==> config.mk <==
export PLATFORM = sky130hd
export DESIGN_NAME = playlist_mcu
export DESIGN_NICKNAME = d
export VERILOG_FILES = /design/src/rtl/playlist_mcu.sv
export SDC_FILE = /design/constraint.sdc
export NUM_CORES = 1
export LEC_CHECK = 0
export ABC_AREA = 1
export CAP_MARGIN = 15
export CELL_PAD_IN_SITES_DETAIL_PLACEMENT = 1
export CELL_PAD_IN_SITES_GLOBAL_PLACEMENT = 1
export CORE_UTILIZATION = 38
export DETAILED_ROUTE_END_ITERATION = 16
export DONT_BUFFER_PORTS = 1
export GPL_ROUTABILITY_DRIVEN = 0
export PLACE_DENSITY = 0.74
export SETUP_SLACK_MARGIN = 0.1
export SYNTH_ARGS = -nofsm -noshare
export SYNTH_HDL_FRONTEND = slang
export SYNTH_SLANG_ARGS = --single-unit
==> constraint.sdc <==
create_clock -name clk -period 1 [get_ports clk]
set_input_delay 0.15 -clock clk [delete_from_list [all_inputs] [get_ports clk]]
set_output_delay 0.15 -clock clk [all_outputs]
set_load 0.02 [all_outputs]
==> src/rtl/playlist_mcu.sv <==
// playlist_mcu: master control for the song player.
// Sequences playback over NUM_SONGS songs. Handles play/pause, next/prev,
// song-done and repeat modes. It drives song index, play enable and a
// reset_player pulse that lasts RESET_CYCLES cycles on every song change.
// Optional feature macro: SHUFFLE_EN adds a shuffle input and an 8-bit
// Galois LFSR that picks the next song at random.
//
// state   | meaning
// --------+---------------------------------------------------------------
// PAUSED  | idle, play=0, buttons sampled
// PLAYING | play=1, buttons and song_done sampled
// RESTART | reset_player=1, play=0, inputs ignored for RESET_CYCLES cycles
module playlist_mcu #(
  parameter int NUM_SONGS    = 4,
  parameter int SONG_W       = 2,
  parameter int RESET_CYCLES = 1
) (
  input  logic              clk,
  input  logic              reset,
  input  logic              play_button,
  input  logic              next_button,
  input  logic              prev_button,
  input  logic              song_done,
  input  logic [1:0]        repeat_mode,
`ifdef SHUFFLE_EN
  input  logic              shuffle,
`endif
  output logic              play,
  output logic              reset_player,
  output logic [SONG_W-1:0] song,
  output logic              playlist_done
);

  typedef enum logic [1:0] {PAUSED, PLAYING, RESTART} state_t;

  localparam logic [SONG_W-1:0] LAST     = SONG_W'(NUM_SONGS - 1);
  localparam logic [3:0]        CNT_INIT = 4'(RESET_CYCLES - 1);

  state_t      state;
  logic        resume;
  logic [3:0]  cnt;

  logic        active;
  logic        ev_next;
  logic        ev_prev;
  logic        ev_done;
  logic        start_restart;
  logic [SONG_W-1:0] fwd_song;
  logic        at_end;

  function automatic logic [SONG_W-1:0] inc_wrap(input logic [SONG_W-1:0] s);
    return (s == LAST) ? '0 : s + SONG_W'(1);
  endfunction

  function automatic logic [SONG_W-1:0] dec_wrap(input logic [SONG_W-1:0] s);
    return (s == '0) ? LAST : s - SONG_W'(1);
  endfunction

  // Event decode with priority next > prev > song_done > play_button
  assign active        = (state == PAUSED) || (state == PLAYING);
  assign ev_next       = active && next_button;
  assign ev_prev       = active && !next_button && prev_button;
  assign ev_done       = (state == PLAYING) && !next_button && !prev_button && song_done;
  assign start_restart = ev_next || ev_prev || ev_done;

`ifdef SHUFFLE_EN
  logic [7:0]        lfsr;
  logic [SONG_W-1:0] adv_cnt;
  logic [SONG_W-1:0] cand;
  logic              stop_mode;

  // Candidate from LFSR; bumped by one if it would repeat the current song
  assign cand      = SONG_W'({1'b0, lfsr} % 9'(NUM_SONGS));
  assign fwd_song  = shuffle ? ((cand == song) ? inc_wrap(cand) : cand) : inc_wrap(song);
  assign at_end    = shuffle ? (adv_cnt == LAST) : (song == LAST);
  assign stop_mode = (repeat_mode == 2'b00) || (repeat_mode == 2'b11);

  // Galois LFSR x^8+x^6+x^5+x^4+1, free running
  always_ff @(posedge clk) begin
    if (reset) lfsr <= 8'h01;
    else       lfsr <= {1'b0, lfsr[7:1]} ^ (lfsr[0] ? 8'hB8 : 8'h00);
  end

  // Advances since playlist start; cleared by presses and playlist end
  always_ff @(posedge clk) begin
    if (reset) begin
      adv_cnt <= '0;
    end else if (ev_next || ev_prev) begin
      adv_cnt <= '0;
    end else if (ev_done && repeat_mode != 2'b10) begin
      if (stop_mode && at_end)  adv_cnt <= '0;
      else if (adv_cnt != LAST) adv_cnt <= adv_cnt + SONG_W'(1);
    end
  end
`else
  assign fwd_song = inc_wrap(song);
  assign at_end   = (song == LAST);
`endif

  // Main control FSM with registered outputs
  always_ff @(posedge clk) begin
    if (reset) begin
      state         <= PAUSED;
      song          <= '0;
      play          <= 1'b0;
      reset_player  <= 1'b0;
      playlist_done <= 1'b0;
      resume        <= 1'b0;
      cnt           <= '0;
    end else begin
      playlist_done <= 1'b0;
      case (state)
        PAUSED, PLAYING: begin
          if (ev_next) begin
            song   <= fwd_song;
            resume <= (state == PLAYING);
          end else if (ev_prev) begin
            song   <= dec_wrap(song);
            resume <= (state == PLAYING);
          end else if (ev_done) begin
            case (repeat_mode)
              2'b10: resume <= 1'b1;
              2'b01: begin
                song   <= fwd_song;
                resume <= 1'b1;
              end
              default: begin
                if (at_end) begin
                  song          <= '0;
                  resume        <= 1'b0;
                  playlist_done <= 1'b1;
                end else begin
                  song   <= fwd_song;
                  resume <= 1'b1;
                end
              end
            endcase
          end else if (play_button) begin
            state <= (state == PAUSED) ? PLAYING : PAUSED;
            play  <= (state == PAUSED);
          end
          if (start_restart) begin
            state        <= RESTART;
            play         <= 1'b0;
            reset_player <= 1'b1;
            cnt          <= CNT_INIT;
          end
        end
        RESTART: begin
          if (cnt == '0) begin
            state        <= resume ? PLAYING : PAUSED;
            play         <= resume;
            reset_player <= 1'b0;
          end else begin
            cnt <= cnt - 4'd1;
          end
        end
        default: begin
          state        <= PAUSED;
          play         <= 1'b0;
          reset_player <= 1'b0;
        end
      endcase
    end
  end

endmodule

=== After elaboration in Yosys (flattened, before gate mapping) ===
Index checks and enable logic that the tools add are counted.

* Bits of input ports: 8
* Register bits after elaboration: 12

* Add/sub/neg operators: 3
* Bitwise operators: 2
* Reduce and logical (&&, ||, !) cells: 24
* Muxes and demuxes: 35
* Equal/unequal tests: 13

{| class="wikitable"
|+ Operator list
! operator !! number
|-
| $mux 2 || 12
|-
| $mux 1 || 16
|-
| $ne 3x3->1 const B || 5
|-
| $mux 4 || 2
|-
| $pmux 2 s2 || 2
|-
| $pmux 4 s2 || 1
|-
| $reduce_or 7->1 || 1
|-
| $eq 2x2->1 const B || 3
|-
| $logic_and 1x1->1 || 6
|-
| $ne 2x2->1 const B || 3
|-
| $reduce_and 3->1 || 2
|-
| $reduce_and 5->1 || 1
|-
| $eq 2x1->1 const B || 2
|-
| $logic_not 2->1 || 2
|-
| $logic_not 4->1 || 1
|-
| $pmux 1 s2 || 2
|-
| $reduce_and 2->1 || 2
|-
| $reduce_or 2->1 || 2
|-
| $sub 4x1->4 const B || 1
|-
| $logic_or 1x1->1 || 3
|-
| $reduce_bool 3->1 || 1
|-
| $add 2x1->2 const B || 1
|-
| $logic_not 1->1 || 2
|-
| $not 1->1 || 2
|-
| other kinds (2) || 2
|}

=== Logic depth before layout (Yosys ltp) ===
* Depth after elaboration: 9
* Gate-level depth with buffers: 8
* Depth with buffers taken out: 8

=== Worst setup path before layout ===
OpenSTA, ideal clock, no wires.

* Path kind: register to register
* Start point: reg song[0]
* End point: reg song[1]
* Cell stages (with the launch flop): 6
* Path buffers: 0
* Period minus slack after synthesis: 1271 ps
* Path slack: -271 ps
* Arrival: 1157 ps
* Cell sequence: dfxtp_1 inv_1 ha_1 xnor2_1 nor2_1 nor2_2

* Longest elaborated chain between the ends: 7
* Elaborated cells between the ends (all ways): 11
* Classes of those cells: 2 x add/sub; 1 x eq/ne; 7 x mux; 1 x reduce/logical

{| class="wikitable"
|+ Ends and longest elaborated chain
! item !! line !! source
|-
| start: declaration || 30 || <nowiki>output logic [SONG_W-1:0] song,</nowiki>
|-
| start signal: assignment || 115 || <nowiki>song <= fwd_song;</nowiki>
|-
| start signal: assignment || 118 || <nowiki>song <= dec_wrap(song);</nowiki>
|-
| start signal: assignment || 124 || <nowiki>song <= fwd_song;</nowiki>
|-
| $add 2x1->2 / $eq 2x2->1 (equally long branches) || 52, 97 ||
|-
| $mux 2 || 52 || <nowiki>return (s == LAST) ? '0 : s + SONG_W'(1);</nowiki>
|-
| $mux 2 || 128 || <nowiki>if (at_end) begin</nowiki>
|-
| $pmux 2 s2 || 121 || <nowiki>case (repeat_mode)</nowiki>
|-
| $mux 2 || 120 || <nowiki>end else if (ev_done) begin</nowiki>
|-
| $mux 2 || 117 || <nowiki>end else if (ev_prev) begin</nowiki>
|-
| $mux 2 (*) || 114 || <nowiki>if (ev_next) begin</nowiki>
|}

Every way passes the cells marked *; elsewhere a longest branch is shown, timed or not. The select of a mux whose other input is x is not followed.
A chain may end at the register's enable or synchronous reset.

=== Worst setup path after layout ===
* Start point: reg state[1]
* End point: reg resume

* Longest elaborated chain between the ends: 6
* Elaborated cells between the ends (all ways): 14
* Classes of those cells: 1 x eq/ne; 2 x mux; 11 x reduce/logical

{| class="wikitable"
|+ Ends and longest elaborated chain
! item !! line !! source
|-
| start: declaration || 39 || <nowiki>state_t state;</nowiki>
|-
| start signal: assignment || 139 || <nowiki>state <= (state == PAUSED) ? PLAYING : PAUSED;</nowiki>
|-
| start signal: assignment || 151 || <nowiki>state <= resume ? PLAYING : PAUSED;</nowiki>
|-
| $eq 2x1->1 / $logic_not 2->1 (equally long branches) || n/a ||
|-
| $logic_or 1x1->1 / $logic_and 1x1->1 (equally long branches) || 60, 63 ||
|-
| $logic_and 1x1->1, on equally long branches (2 in a row) || 62, 63 ||
|-
| $reduce_bool 3->1 (no source line) / $mux 1 (equally long branches) || n/a ||
|-
| $reduce_and 2->1 (no source line) / $mux 1 (equally long branches) || n/a ||
|-
| end signal: assignment || 116 || <nowiki>resume <= (state == PLAYING);</nowiki>
|-
| end signal: assignment || 119 || <nowiki>resume <= (state == PLAYING);</nowiki>
|-
| end: declaration || 40 || <nowiki>logic resume;</nowiki>
|}

Several ways; a longest one is shown, not always the timed one.

==> run_results.csv <==
group,metric,value,unit
job,max-cap-violations,0,
critical_path,r2r_slack,-150,ps
critical_path,worstPathRequired,1190,ps
global_route,grt_max_degree,8,
synthesis,ys_seq_area_frac,0.296,
worst_hold_path,hp-class,"input pin to flop",
finish,num-fill-cells,219,
critical_path,critPathMaxFanout,6,
sta,skew,2.93,ps
power_and_ir_drop,p_leak,0.507,nW
floorplanning,num_rows,15,
sta,rsz0062_at_grt,"true",
synthesis,synth_top_area_frac,0.296,
floorplanning,io_pins,13,
synthesis,synthTopCellsByArea,"dfxtp_1 (30%), ha_1 (10%), nand2_1 (8.6%), inv_1 (7.6%), nor2_1 (7.1%)",
synthesis,syn-num-nets,117,
global_route,grt_util_all_layers,0.238,
critical_path,worstSetupStartpointType,"flop",
worst_hold_path,hold_start,"reset",
clock_tree,cts_tree,"yes",
global_route,grt_pass1_vias,732,
synthesis,async_flop_share,0,
synthesis,ys_types,19,
sta,worst_pin_slew,280,ps
synthesis,synth.avg_cell_area,7.22,um2
clock_tree,insertion_delay,280,ps
critical_path,r2r_end,"resume$_SDFFE_PP0P_",
floorplanning,coreArea,1780,um2
routing,first_pass_iters,4,
synthesis,synth_ff_type,"dfxtp_1",
synthesis,synth_warnings,0,
floorplanning,die_h,46.2,um
power_and_ir_drop,max-vdd-ir-drop,0.000864,V
clock_tree,numCtsBuffers,3,
synthesis,synth_area,743,um2
routing,drc_errors,0,
routing,wl_per_cell,15.2,um
synthesis,yosysTopAreaCell,"dfxtp_1",
power_and_ir_drop,p_per_area,1470,nW/um2
sta,finalWorstSetupSlack,-146,ps
clock_tree,cts_root_buf,"clkbuf_4",
status,status,"finished, violations left",
clock_tree,htree_levels,1,
worst_hold_path,whs_path_depth,1,
critical_path,cp.arrival,1330,ps
sta,drv_slew,0,
global_route,grt_first_pass_wirelength,3.44,mm
clock_tree,cts.sinks,11,
critical_path,r2r_start,"state[1]$_SDFFE_PP0P_",
clock_tree,path_clk_slew,80,ps
clock_tree,clock_path_buffers,2,
sta,hold_violations,5,
worst_hold_path,min_to,"song[0]$_SDFFE_PP0P_",
finish,nNetsFinal,142,
synthesis,synth-seq-cells,11,
sta,fin_crit_sh,1.15,
synthesis,yosysMostFrequentCell,"nand2_1",
routing,wl,2.31,mm
synthesis,yosys-top-cells-count,"nand2_1 (17), inv_1 (15), nor2_1 (14)",
place,buffer_ports.inserted,0,
critical_path,worst-setup-path-type,"flop to flop",
sta,slew_headroom,0.812,
place,dp_hpwl,1.51,mm
power_and_ir_drop,finalPower,0.00161,W
floorplanning,die_area,2140,um2
routing,vias_per_cell,5.01,
finish,syn_to_final_growth,47.3,%
finish,num_antenna_cells,0,
sta,whs,-91.3,ps
synthesis,synth_edf_count,0,
routing,num_vias,762,
status,failed_checks,"negative hold slack, negative setup slack",
sta,fin_crit,1150,ps
routing,drt.antenna.violating_nets,0,
routing,drt-initial-drc-count,12,
floorplanning,start_util,0.417,
sta,fmax,0.873,GHz
synthesis,syn-instance-count,103,
finish,drive_gt1_frac,0.543,
sta,finalSetupViolations,12,
global_route,antenna_found_initial,0,
global_route,grt-ovfl-total,0,
critical_path,endpoint_kind,"flop",
floorplanning,die_w,46.2,um
critical_path,reg2reg_depth,7,
timing repair:
item,CTS,global route
buffers inserted,2,3
resized for setup,14,15
pin swaps,11,9
endpoints found under the hold margin,5,5
setup endpoints to repair,15,15
worst max-delay path, cell delays in order, from the launching register on:
cell and delay, ps:
dfxtp_4 400, inv_2 70, o21ai_4 120, nand3_2 100
o21ai_0 120, nand2_1 90, nand2_1 90, nor2_1 50
layer usage:
layer  vias to the layer above  GRT usage  wire (um)
met3                         5     0.0431         79
met5                         -          0          0
met4                         0      0.124         44
met2                        14      0.352       1100
met1                       371      0.325       1080
li1                        372          -          -
logic make-up after synthesis:
| family | synth area share |
|---|---|
| AOI/OAI and AO/OA | 0.0926 |
| xor gates and xnor gates | 0.0236 |
| adders and majority gates | 0.101 |
| buffers and inverters | 0.0959 |
| DFF | 0.296 |
| and+or+nand+nor | 0.391 |
power by group:
group	switching [W]	leakage, nW	internal, W
sequential	0.0000610	0.0946	0.000498
clock	0.000186	0.0150	0.000155
combinational	0.000379	0.397	0.000332
total	0.000626	0.507	0.000984
sequential cells by signal (all words and copies together), names as in the netlist:
register	cells
cnt	4
song	2
state	2
playlist_done	1
reset_player	1
resume	1
stage by stage:
| stage | util | area, um2 | worst slack (ps) | TNS [ps] | cells |
|---|---|---|---|---|---|
| final | 0.614 | 1090 | -146 | -1110 | 152 |
| after CTS | 0.566 | 1010 | -124 | -1030 | 149 |
| after global routing | 0.614 | 1090 | -199 | -1710 | 152 |
| after floorplan | - | 785 | -92.1 | -198 | 103 |
| after global placement | 0.521 | 928 | -110 | -520 | 143 |
| after detailed placement | 0.521 | 928 | -120 | -835 | 143 |
worst max path at each step:
stage,slack [ps],cells past startpoint,to,start
after global placement,-110,5,song[1]$_SDFFE_PP0P_,state[1]$_SDFFE_PP0P_
after global routing,-200,8,song[1]$_SDFFE_PP0P_,state[0]$_SDFFE_PP0P_
final,-150,7,resume$_SDFFE_PP0P_,state[1]$_SDFFE_PP0P_
after floorplan,-90,7,song[1]$_SDFFE_PP0P_,state[0]$_SDFFE_PP0P_
after CTS,-120,7,cnt[1]$_SDFFE_PP0P_,cnt[0]$_SDFFE_PP0P_
after detailed placement,-120,7,cnt[1]$_SDFFE_PP0P_,cnt[0]$_SDFFE_PP0P_
layout by cell type, fill, tap and decap left out, drive strengths merged:
cell and instances:
nand3 9, o21ai 5, nand2 23, dfxtp 11
nor2 17, nand4 6, inv 19, xnor2 2
clkbuf 4, ha 6, a21oi 5, buf 20
cell type report:
class                   count  area (um2)  share of cell area
inverters                  19        73.8              0.0674
well taps                  25        31.3              0.0286
repair buffers             20         173               0.158
clock buffers               4        26.3              0.0240
flip-flops and latches     11         240               0.219
multi-input cells          73         551               0.503
No activity file was read; power rests on OpenSTA's default activity.
